[config.mk]
export PLATFORM = sky130hd
export DESIGN_NAME = pipe_ctrl
export DESIGN_NICKNAME = d
export VERILOG_FILES = /design/src/rtl/pipe_ctrl.sv
export SDC_FILE = /design/constraint.sdc
export NUM_CORES = 1
export LEC_CHECK = 0
export CAP_MARGIN = 20
export CORE_MARGIN = 10
export CORE_UTILIZATION = 45
export CTS_BUF_LIST = sky130_fd_sc_hd__clkbuf_8
export DETAILED_ROUTE_END_ITERATION = 10
export GPL_TIMING_DRIVEN = 0
export MAX_ROUTING_LAYER = met4
export PLACE_DENSITY_LB_ADDON = 0.3
export SETUP_SLACK_MARGIN = 0.4
export SLEW_MARGIN = 20
export SYNTH_ARGS = -nofsm -noshare
export SYNTH_HDL_FRONTEND = slang
export SYNTH_SLANG_ARGS = --single-unit
[constraint.sdc]
create_clock -name req -period 4 [get_ports req]
set_clock_uncertainty 0.15 [all_clocks]
set_input_delay 0.8 -clock req [delete_from_list [all_inputs] [get_ports req]]
set_output_delay 0.8 -clock req [all_outputs]
set_load 0.1 [all_outputs]
[src/rtl/pipe_ctrl.sv]
// Decode-stage sequencing controller: tracks in-flight destinations and
// produces decode hold, EX bubble and fetch/decode flush controls.
module pipe_ctrl #(
  parameter int DEPTH        = 3,
  parameter int FORWARD      = 1,
  parameter int FLUSH_CYCLES = 2
) (
  input  logic        req,
  input  logic        reset,
  input  logic        instr_valid_in,
  input  logic [4:0]  rs1_in,
  input  logic [4:0]  rs2_in,
  input  logic        rs1_used_in,
  input  logic        rs2_used_in,
  input  logic [4:0]  rd_in,
  input  logic        rd_write_in,
  input  logic        mem_read_in,
  input  logic        branch_taken_in,
  output logic        stall_out,
  output logic        bubble_out,
  output logic        flush_out,
  output logic [1:0]  state_out,
  output logic [15:0] stall_count_out
);

  typedef struct packed {
    logic       v;
    logic [4:0] rd;
    logic       ld;
  } entry_t;

  typedef enum logic [1:0] {
    RUN   = 2'b00,
    STALL = 2'b01,
    FLUSH = 2'b10
  } state_t;

  localparam int CW = (FLUSH_CYCLES > 1) ? $clog2(FLUSH_CYCLES) : 1;
  localparam logic [CW-1:0] FLUSH_LOAD = CW'(FLUSH_CYCLES - 1);

  entry_t [DEPTH-1:0] sb;
  entry_t [DEPTH-1:0] sb_next;
  state_t             state;
  state_t             state_next;
  logic [CW-1:0]      cnt;
  logic [CW-1:0]      cnt_next;
  logic [15:0]        stall_count;
  logic               hazard;
  logic               hazard_shift;
  logic               flush_now;
  logic               stall;
  logic               bubble;

  function automatic logic src_match(input logic used, input logic [4:0] s,
                                     input entry_t e);
    return used && (s != 5'd0) && e.v && (e.rd == s);
  endfunction

  // With forwarding only a load sitting in EX can hold decode.
  always_comb begin
    hazard = 1'b0;
    for (int k = 0; k < DEPTH; k++) begin
      if ((FORWARD == 0) || (k == 0 && sb[k].ld)) begin
        if (src_match(rs1_used_in, rs1_in, sb[k]) ||
            src_match(rs2_used_in, rs2_in, sb[k]))
          hazard = 1'b1;
      end
    end
    hazard = hazard && instr_valid_in;
  end

  assign flush_now = branch_taken_in || (state == FLUSH);
  assign stall     = hazard && !flush_now;
  assign bubble    = stall || flush_now;

  always_comb begin
    sb_next = sb;
    for (int k = DEPTH - 1; k > 0; k--)
      sb_next[k] = sb[k-1];
    if (bubble) begin
      sb_next[0] = '0;
    end else begin
      sb_next[0].v  = instr_valid_in && rd_write_in && (rd_in != 5'd0);
      sb_next[0].rd = rd_in;
      sb_next[0].ld = mem_read_in;
    end
  end

  // Hazard the held decode instruction would still see once the pipe advances.
  always_comb begin
    hazard_shift = 1'b0;
    for (int k = 0; k < DEPTH; k++) begin
      if ((FORWARD == 0) || (k == 0 && sb_next[k].ld)) begin
        if (src_match(rs1_used_in, rs1_in, sb_next[k]) ||
            src_match(rs2_used_in, rs2_in, sb_next[k]))
          hazard_shift = 1'b1;
      end
    end
    hazard_shift = hazard_shift && instr_valid_in;
  end

  always_comb begin
    state_next = state;
    cnt_next   = cnt;
    unique case (state)
      RUN: begin
        if (branch_taken_in) begin
          state_next = FLUSH;
          cnt_next   = FLUSH_LOAD;
        end else if (stall) begin
          state_next = STALL;
        end
      end
      STALL: begin
        if (branch_taken_in) begin
          state_next = FLUSH;
          cnt_next   = FLUSH_LOAD;
        end else if (!(stall && hazard_shift)) begin
          state_next = RUN;
        end
      end
      FLUSH: begin
        if (branch_taken_in)
          cnt_next = FLUSH_LOAD;
        else if (cnt == '0)
          state_next = RUN;
        else
          cnt_next = cnt - 1'b1;
      end
      default: state_next = RUN;
    endcase
  end

  always_ff @(posedge req or posedge reset) begin
    if (reset) begin
      sb          <= '0;
      state       <= RUN;
      cnt         <= '0;
      stall_count <= '0;
    end else begin
      sb    <= sb_next;
      state <= state_next;
      cnt   <= cnt_next;
      if (stall && (stall_count != 16'hFFFF))
        stall_count <= stall_count + 16'd1;
    end
  end

  assign stall_out       = stall;
  assign bubble_out      = bubble;
  assign flush_out       = flush_now;
  assign state_out       = state;
  assign stall_count_out = stall_count;

endmodule

# After elaboration in Yosys (flattened, before gate mapping)
# Cells that the tools add are included.
dict set report word_totals {
  register_bits 26
  latch_bits 0
  ramBits 0
  romBits 0
  output_inout_bits 21
  wordCells 66
  n_memories 0
}
dict set report classes {
  add_sub_neg 2
  multipliers 0
  div_mod_pow 0
  order_cmp 0
  n_eq_ne 12
  n_shift 0
  muxes 16
  bitwise_logic 0
  n_reduce_logical 30
}
# op count
set ops {}
lappend ops {{equality test 5 bit} 4}
lappend ops {{logical AND 1 bit} 17}
lappend ops {{adder 16 x 1 -> 16 bit (second input constant)} 1}
lappend ops {{inequality test 16 bit (second input constant)} 1}
lappend ops {{nonzero test 5 bit} 3}
lappend ops {{2-to-1 mux 2 bit} 6}
lappend ops {{2-to-1 mux 1 bit} 7}
lappend ops {{2-to-1 mux 7 bit} 1}
lappend ops {{inequality test 3 bit (second input constant)} 2}
lappend ops {{case mux 2 bit (3 select lines)} 1}
lappend ops {{logical OR 1 bit} 4}
lappend ops {{inequality test 2 bit (second input constant)} 2}
lappend ops {{AND reduction 4 bit} 1}
lappend ops {{equality test 2 x 1 -> 1 bit (second input constant)} 1}
lappend ops {{equality test 2 bit (second input constant)} 1}
lappend ops {{zero test 2 bit} 1}
lappend ops {{inequality test 2 x 1 -> 1 bit (second input constant)} 1}
lappend ops {{case mux 1 bit (2 select lines)} 1}
lappend ops {{AND reduction 2 bit} 1}
lappend ops {{nonzero test 2 bit} 1}
lappend ops {{OR reduction 2 bit} 1}
lappend ops {{zero test 1 bit} 1}
lappend ops {{subtractor 1 bit (second input constant)} 1}

# Depth between registers and ports, before layout
# Gate-level depths: netlist of run 1.
dict set report logic_depth {
  word_depth 21
  depth_mapped 6
}

# Worst setup path before layout of run 1
# No wires, ideal clock.
dict set report synth_path {
  path_kind {in2out}
  startpoint {input rs2_in[4]}
  endpoint {output stall_out}
  t_arrival_ns 3.038
  required_ns 3.050
  setup_slack_ns 0.012
  cell_stages 6
  path_cell_list {or2_2 > o21ai_0 > and3_1 > clkbuf_1 > nor2_1 > nor2_1}
}
dict set report synth_via {
  elab_chain_len 9
}
# item line_no
set synth_rtl {}
lappend synth_rtl {{from (decl)} 12} ;# input logic [4:0] rs2_in,
lappend synth_rtl {{nonzero test 5 bit} 56} ;# return used && (s != 5'd0) && e.v && (e.rd == s);
lappend synth_rtl {{logical AND 1 bit (2 in series)} 56}
lappend synth_rtl {{logical AND 1 bit *} 56}
lappend synth_rtl {{logical OR 1 bit *} 64} ;# if (src_match(rs1_used_in, rs1_in, sb[k]) ||
lappend synth_rtl {{2-to-1 mux 1 bit *} 64}
lappend synth_rtl {{2-to-1 mux 1 bit *} 63} ;# if ((FORWARD == 0) || (k == 0 && sb[k].ld)) begin
lappend synth_rtl {{logical AND 1 bit *} 69} ;# hazard = hazard && instr_valid_in;
lappend synth_rtl {{logical AND 1 bit *} 73} ;# assign stall = hazard && !flush_now;
lappend synth_rtl {{to (decl)} 19} ;# output logic stall_out,
# Every way passes the cells marked *; elsewhere a longest branch is shown, timed or not.

# Worst setup path after layout of run 1
dict set report layout_path {
  startpoint {input rs2_in[0]}
  endpoint {output bubble_out}
}
dict set report layout_via {
  elab_chain_len 10
}
# item line_no
set layout_rtl {}
lappend layout_rtl {{nonzero test 5 bit} 56}
lappend layout_rtl {{logical AND 1 bit (2 in series)} 56}
lappend layout_rtl {{logical AND 1 bit *} 56}
lappend layout_rtl {{logical OR 1 bit *} 64}
lappend layout_rtl {{2-to-1 mux 1 bit *} 64}
lappend layout_rtl {{2-to-1 mux 1 bit *} 63}
lappend layout_rtl {{logical AND 1 bit *} 69}
lappend layout_rtl {{logical AND 1 bit *} 73}
lappend layout_rtl {{logical OR 1 bit *} 74} ;# assign bubble = stall || flush_now;
lappend layout_rtl {{to (decl)} 20} ;# output logic bubble_out,
# Marks and branches as above.

==> impl_summary.md, run 1 <==
Detailed routing
Dividing the detail-routed wire length by the instance count gives 15.5 um. The total wire length after detailed routing is 3530 um. The count of nets left with antenna violations once routing finished came out at 0. The pre-antenna-repair detailed-routing pass consisted of 6 iterations.

The wire length on met1 is 1420 um. The count of vias placed by the detailed router is 1229. In the routed layout, each cell is associated on average with a via count of 5.41.

The highest layer touched by signal routing is met4. In the detailed route, the total length drawn on met2 is 1830 um. The post-detailed-route DRC marker count is 0. In this run, the number of DRC markers left after iteration 0 of detailed routing was 123. In the detailed route, the total length drawn on met3 is 211 um.

Timing
The number of failing setup endpoints in the final timing report is 0. The worst-case headroom to the max-slew limit is 33.0%. The number of pins with negative max-slew slack in the final report is 0. The period utilization is 88.0%. The shortest period the worst path allows is 3.52 ns. At the pin with the least slew margin, the transition time is 1.00 ns. The tightest hold margin is 0.344 ns.

Based on the critical path, the design can be clocked at up to 284 MHz. The count of endpoints failing hold in the final timing report was 0. Setup repair after global routing left no endpoint under its margin.

Clocking
Counting along the longest clock path gives a buffer depth of 2. The total clock sinks is 26. In this run the clock root is driven by a clkbuf_8. The count of hold buffers inserted by post-cts repair is 0. The later pin in the worst-skew pair is clocked with a latency of 0.27 ns.

After clock tree synthesis, the clock-pin slew on the worst setup and hold paths is 0.09 ns. The total CTS buffers is 3. TritonCTS built the clock tree. In this run the number of H-tree levels came out at 1.

Die
The width of the die is 75.8 um. The cell row count is 20. The die covers 5740 um^2. The height of the die is 75.8 um. The initial utilization of the core area, before any placement, comes to 46.2%. The count of boundary I/O pins is 44. The region available for standard cell placement spans 3030 um^2.

Pwr
Combinational logic is responsible for 14.2% of the overall power. The overall power after layout is 0.576 mW. Summed over all nets, the switching power comes to 0.136 mW. The total power per unit cell area is 283 nW/um^2. The switching power share of the total is 23.6%. The internal power contribution is 0.440 mW.

The peak supply drop is 0.000138 V. The clock network burns 38.4% of the power. The analysis attributes to cell leakage a power of 0.833 nW. Of the total power, registers draw 47.4%.

Logic synthesis
Sequential cells were found to cover 46.5% of the synthesized design area. Counting flops with an async set or reset pin after synthesis yields a share of 100%. The cell count after synthesis came out at 133. The mean area per synthesized cell is 10.5 um^2. Among all flip-flop cells after synthesis, the most frequent one is dfrtp_1. After synthesis the netlist holds a flip-flop and latch count of 26. The number of distinct library cells after synthesis is 34. Counting flops with a built-in enable in the synthesized netlist gives 0. The mapped netlist covers 1400 um^2. The total nets after synthesis is 157. The Yosys warning count is 0.

Worst setup path
The largest single stage delay on the critical path is 0.45 ns. The endpoint of the worst register-to-register path is stall_count_out[10]. The category of the critical setup timing path is in2out. STA classifies the critical path startpoint as an input port. Data on the critical path arrives at its endpoint at 2.57 ns. The data required time at the worst endpoint is 3.05 ns. Walking the worst path, the cells encountered are clkdlybuf4s50_1, nor4_1, o21ai_1, and3_1, clkbuf_2, nor3_4, inv_2, buf_12. Of all nets on the critical path, the largest fanout is 8. The standard cell with the maximum stage delay on the critical path is clkdlybuf4s50_1.

The startpoint identified for the worst register-to-register timing path is state_out[1]. The setup check on the worst reg-to-reg path leaves a slack of 1.64 ns. The sort of element at the end of the critical path is a primary output. The depth of the most critical reg-to-reg path is 5.

Finish
The utilization after layout is 67.1%. In the final layout, the share of cells above drive strength 1 is 12.6%. The layout overhead on the synthesized area is 45.0%. The non-filler instance count after layout is 227. The antenna cell count is 0. The final net count is 208.

Global route
The remaining global-route overflow is 0. The global router's overall resource usage is 13.1%. Entering global routing, the biggest net connects 27 pins.

The number of global-route vias before repair is 1282. The initial antenna violation count was 0. The first-pass GRT wire length is 5790 um.

Run status
The flow ran to the end, and the final reports show no timing, DRC or antenna violations.

Placed design
The routability congestion estimate from global placement is 0.857. Detailed placement finished with a half-perimeter wire length of 2760 um. The number of port buffers is 43.

Once placement completed, the tool counted placed cells totaling 220.

Run
The number of max-cap violations is 0.

Min path
The type of the worst min-delay path is reg2reg. Counting instances, the worst hold path has a depth of 1. The worst hold path begins at stall_count_out[10].

The path with the worst hold slack has its endpoint at stall_count_out[10].
==> routing by layer <==
layer | track usage, % | vias to the layer above
li1 | - | 593
met1 | 14.8 | 596
met2 | 22.1 | 33
met3 | 2.86 | 7
met4 | 4.74 | 0
met5 | - | -
==> sequential cells by signal (all words and copies together) (netlist names) <==
name             count
stall_count_out     16
state_out            2
sb                   7
cnt                  1
==> power groups by stage <==
| stage | registers (mW) | clock network, mW | logic [mW] |
|---|---|---|---|
| floorplan | 0.284 | 0 | 0.0323 |
| global placement | 0.277 | 0 | 0.0723 |
| detailed placement | 0.278 | 0 | 0.0740 |
| CTS | 0.273 | 0.223 | 0.0751 |
| global route | 0.274 | 0.232 | 0.0875 |
| finish | 0.273 | 0.221 | 0.0817 |
==> logic make-up (layout without fill, tap and decap cells) <==
group	count (synthesis)	count (layout)	synth area share [%]
buf+inv	8	58	2.14
xor+xnor	23	23	14.4
flops	26	26	46.5
fa+ha+maj	1	1	0.894
compound gates	24	24	14.5
mux	2	2	1.52
simple gates	49	49	20.1
==> per-stage QoR <==
stage / TNS, ns / setup WS (ns) / cell area, um^2
global placement: -1.27 / -0.728 / 1890
global route: 0 / 0.403 / 2030
detailed placement: -1.36 / -0.778 / 1890
CTS: 0 / 0.346 / 1980
floorplan: 0 / 0.464 / 1400
finish: 0 / 0.480 / 2030
==> cell type report <==
| type | count | area (um^2) |
|---|---|---|
| Clock buffer | 3 | 41.3 |
| Buffer | 1 | 5.00 |
| Fill cell | 241 | 997 |
| Clock inverter | 1 | 30.0 |
| Inverter | 7 | 26.3 |
| Timing Repair Buffer | 46 | 463 |
| Multi-Input combinational cell | 99 | 759 |
| Sequential cell | 26 | 651 |
| Tap cell | 44 | 55.1 |
==> synthesized netlist by cell type (2+ instances only) <==
cell        n  share of area (%)
o2111ai_1   5                3.1
nor3_1      2               0.71
nand3_1     6                2.1
nand2_1     3               0.80
dfrtp_1    26                 46
and2_1      8                3.6
and4_1      2                1.3
o21ai_0     2               0.71
or4_1       2                1.1
xnor2_1    16                 10
nand4_1     6                2.7
a2111oi_1   4                2.9
inv_2       2               0.54
and3_1      6                2.7
a211oi_1    3                1.6
nor2_1      8                2.1
a21oi_1     4                1.4
inv_1       5                1.3
nor4_1      2               0.89
xor2_1      7                4.4
==> critical path, delay by kind of cell <==
family,cells,cell delay (ns)
compound gates,1,0.11
simple gates,3,0.78
buf+inv,4,0.88
==> layout by cell type, fill, tap and decap left out, drive strengths merged, types with 2 or more instances in the layout <==
cell type	instances
o21ai	2
o2111ai	5
nor3	2
clkbuf	4
xor2	7
xnor2	16
and2	8
clkdlybuf4s50	40
inv	6
nor4	2
a211oi	3
or4	3
dfrtp	26
buf	5
nand2	3
nand3	6
nand4	6
a21oi	5
nor2	8
and4	2
a2111oi	5
and3	6
==> repair_timing <==
action,in CTS,in global routing
resized for setup,19,8
buffers inserted,0,3
endpoints found under the setup margin,3,2
hold endpoints to repair,0,0
pin swaps,0,5
==> how the worst max path moves through the flow <==
stage              start         end  slack (ns)  depth (start not counted)
2_1_floorplan  rs2_in[4]   stall_out        0.46                          6
3_3_place_gp   rs1_in[0]  bubble_out       -0.73                          7
3_5_place_dp   rs1_in[0]  bubble_out       -0.78                          7
4_1_cts        rs1_in[0]  bubble_out        0.35                          7
5_1_grt        rs2_in[0]  bubble_out        0.40                          8
6_report       rs2_in[0]  bubble_out        0.48                          8
(Power assumes the default switching activity.)
==> run 2, diff against run 1 <==
Settings changed: MAX_ROUTING_LAYER met4 to default.
==> run 2 against run 1 <==
Net effect: sequential power about the same; clock power barely moved; utilization unchanged; non-clock buffer count is the same; critical path depth stayed put; sequential share of layout area is the same; sequential cell count stayed put; fmax is essentially flat; die area stayed put; count of clock-buffer cells in the layout did not move; combinational power barely moved; critical path type unchanged; largest power group unchanged.
==> impl_summary.md, run 2 (same netlist as run 1, synthesis figures left out) <==
Timing
The slew of the pin with the lowest slew margin came to 1.00 ns (-0.000000119 ns). The shortest period the worst path allows is 3.52 ns (+0.0000550 ns). The final total negative setup slack is 0 ns (unchanged).

The peak clock frequency supported by timing is 284 MHz (about the same). The number of failing setup endpoints in the final timing report is 0 (unchanged). Setup repair after global routing left no endpoint under its margin. The count of endpoints failing hold in the final timing report is 0 (unchanged). The period utilization was 88.0% (about the same). The number of pins with negative max-slew slack in the final report is 0 (unchanged). The worst-case headroom to the max-slew limit is 33.0% (unchanged).

Detailed routing
The detailed router's first-iteration violation count was 120 (-2.4%). The average via count per standard cell was 5.41 (about the same). The iteration count of the initial detailed-routing pass is 6 (unchanged).

The post-detailed-route DRC marker count is 0 (unchanged). The count of vias placed by the detailed router is 1228 (-0.081%). The wire length per cell came to 15.5 um (-0.26%).

The total wire length after detailed routing is 3520 um (-0.26%). The post-route antenna net violation count is 0 (unchanged).

Run
The number of max-cap violations is 0 (unchanged).

Worst setup path
The origin of the critical flop-to-flop path is state_out[1]. The endpoint identified for the worst register-to-register timing path is stall_count_out[10]. The data arrival time of the worst path is 2.57 ns (about the same).

The worst setup path is launched from an input port. The depth of the most critical reg-to-reg path is 5 (unchanged). The destination of the critical timing path is bubble_out. The category of the critical setup timing path is in2out.

The data required time at the worst endpoint is 3.05 ns (about the same). The sort of element at the end of the critical path is a primary output. The register-to-register setup slack is 1.64 ns (about the same). The largest fanout on the critical path came to 8 (unchanged). The worst setup path startpoint is rs2_in[0].

Finish
The final net count is 208 (unchanged). The register cell area after layout is 651 um^2 (unchanged). The layout overhead on the synthesized area is 45.0% (unchanged). The antenna cell count is 0 (unchanged).

The area of the multi-input gates came to 759 um^2 (unchanged). Leaving out fill and tap cells, the most frequent cell in the layout is clkdlybuf4s50_1. The flip-flop count of the largest register after layout is 16 (unchanged).

The library cells used most frequently in the layout, excluding fill and tap cells, are clkdlybuf4s50_1 (40), dfrtp_1 (26), xnor2_1 (16), and2_1 (8). The share of final-layout standard cells stronger than drive strength 1 is 12.6% (unchanged). The non-filler instance count after layout came to 227 (unchanged).

The number of filler instances in the final layout is 241 (unchanged).

Clocking
The clock-pin slew on the worst setup and hold paths is 0.09 ns (about the same). The count of hold buffers inserted by post-cts repair is 0 (unchanged). The total CTS buffers is 3 (unchanged).

The buffer depth of the longest clock path is 2 (unchanged). The clock latency of the later-clocked register in the worst-skew pair came to 0.27 ns (about the same). The total clock sinks was 26 (unchanged).

TritonCTS built the clock tree. The maximum level of the CTS H-tree is 1 (unchanged). The cell at the root of the clock tree is clkbuf_8.

Pwr
The register share of total power is 47.4% (about the same). The peak supply drop is 0.000138 V (about the same). The switching power share of the total was 23.6% (about the same). The clock share of power is 38.4% (about the same). The total power per unit cell area came to 283 nW/um^2 (about the same). The leakage component of the power is 0.833 nW (unchanged). The net switching power of the design is 0.136 mW (about the same).

The share of power burned in combinational logic is 14.2% (about the same). The internal power contribution is 0.440 mW (about the same).

Run status
The flow ran to the end, and the final reports show no timing, DRC or antenna violations.

Placed design
The placed cell count is 220 (unchanged). The routability congestion estimate from global placement is 0.844 (-1.5%). The number of port buffers is 43 (unchanged).

The detailed placer's ending HPWL came to 2760 um (unchanged).

Global route
The remaining global-route overflow came to 0 (unchanged). The initial antenna violation count is 0 (unchanged). The maximum number of pins on one net before global-route repair was 27 (unchanged).

The global router's overall resource usage is 12.7% (-0.35 points). The number of global-route vias before repair was 1282 (unchanged). The first-pass GRT wire length came to 5800 um (+0.12%).

Die
The effective utilization at floorplan is 46.2% (unchanged). The overall die area is 5740 um^2 (unchanged). The count of boundary I/O pins is 44 (unchanged).

The cell row count is 20 (unchanged). The placeable core region is 3030 um^2 (unchanged). The height of the die is 75.8 um (unchanged). The width of the die is 75.8 um (unchanged).

Min path
The min-delay analysis places its worst path in the category reg2reg.
run 2: cell counts in the layout (fill, tap and decap cells not counted):
Identical to the previous run, type by type.
run 2: routing by layer:
metal | track usage, % | routed length [um] | vias to the layer above
li1 | - | - | 592
met1 | 14.6 | 1400 | 596
met2 | 22.1 | 1830 | 33
met3 | 3.26 | 228 | 7
met4 | 4.74 | 59 | 0
met5 | 0 | 0 | -
run 2: through the flow:
step	hold slack [ns]	area [um^2]	setup WS (ns)	util, %	total power [mW]
final	0.344	2030	0.480	67.1	0.576
after global routing	0.382	2030	0.403	67.1	0.593
after CTS	0.347	1980	0.346	65.3	0.570
after detailed placement	0.334	1890	-0.778	62.4	0.352
after global placement	0.321	1890	-0.728	62.4	0.349
after floorplan	0.362	1400	0.464	-	0.316
run 2: worst max-delay path, stage by stage:
cell and delay [ns]:
clkdlybuf4s50_1 0.45, nor4_1 0.30, o21ai_1 0.11, and3_1 0.19, clkbuf_2 0.18, nor3_4 0.29, inv_2 0.08, buf_12 0.17
run 2: layout make-up:
cell class              instances  share of cell area, %
repair buffers                 46                   22.8
clock inverters                 1                   1.48
inverters                       7                   1.29
flip-flops and latches         26                   32.0
well taps                      44                   2.71
plain buffers                   1                  0.246
clock buffers                   3                   2.03
multi-input cells              99                   37.4
run 2: power by group through the flow:
stage	registers, mW	logic, mW	clock network [mW]
floorplan	0.284	0.0323	0
global placement	0.277	0.0723	0
detailed placement	0.278	0.0740	0
CTS	0.273	0.0751	0.223
global route	0.274	0.0875	0.232
finish	0.273	0.0817	0.221
run 2: what timing repair did:
| action | CTS | global route |
|---|---|---|
| gates resized for setup | 19 | 8 |
| pin swaps | 0 | 5 |
| setup buffers | 0 | 3 |
| setup endpoints to repair | 3 | 2 |
run 2: worst min path at each step:
stage | start | endpoint | slack (ns) | cells after the start
2_1_floorplan | cnt | cnt | 0.36 | 2
4_1_cts | stall_count_out[10] | stall_count_out[10] | 0.35 | 1
3_5_place_dp | stall_count_out[10] | stall_count_out[10] | 0.33 | 1
5_1_grt | stall_count_out[10] | stall_count_out[10] | 0.38 | 1
6_report | stall_count_out[10] | stall_count_out[10] | 0.34 | 1
3_3_place_gp | stall_count_out[10] | stall_count_out[10] | 0.32 | 1
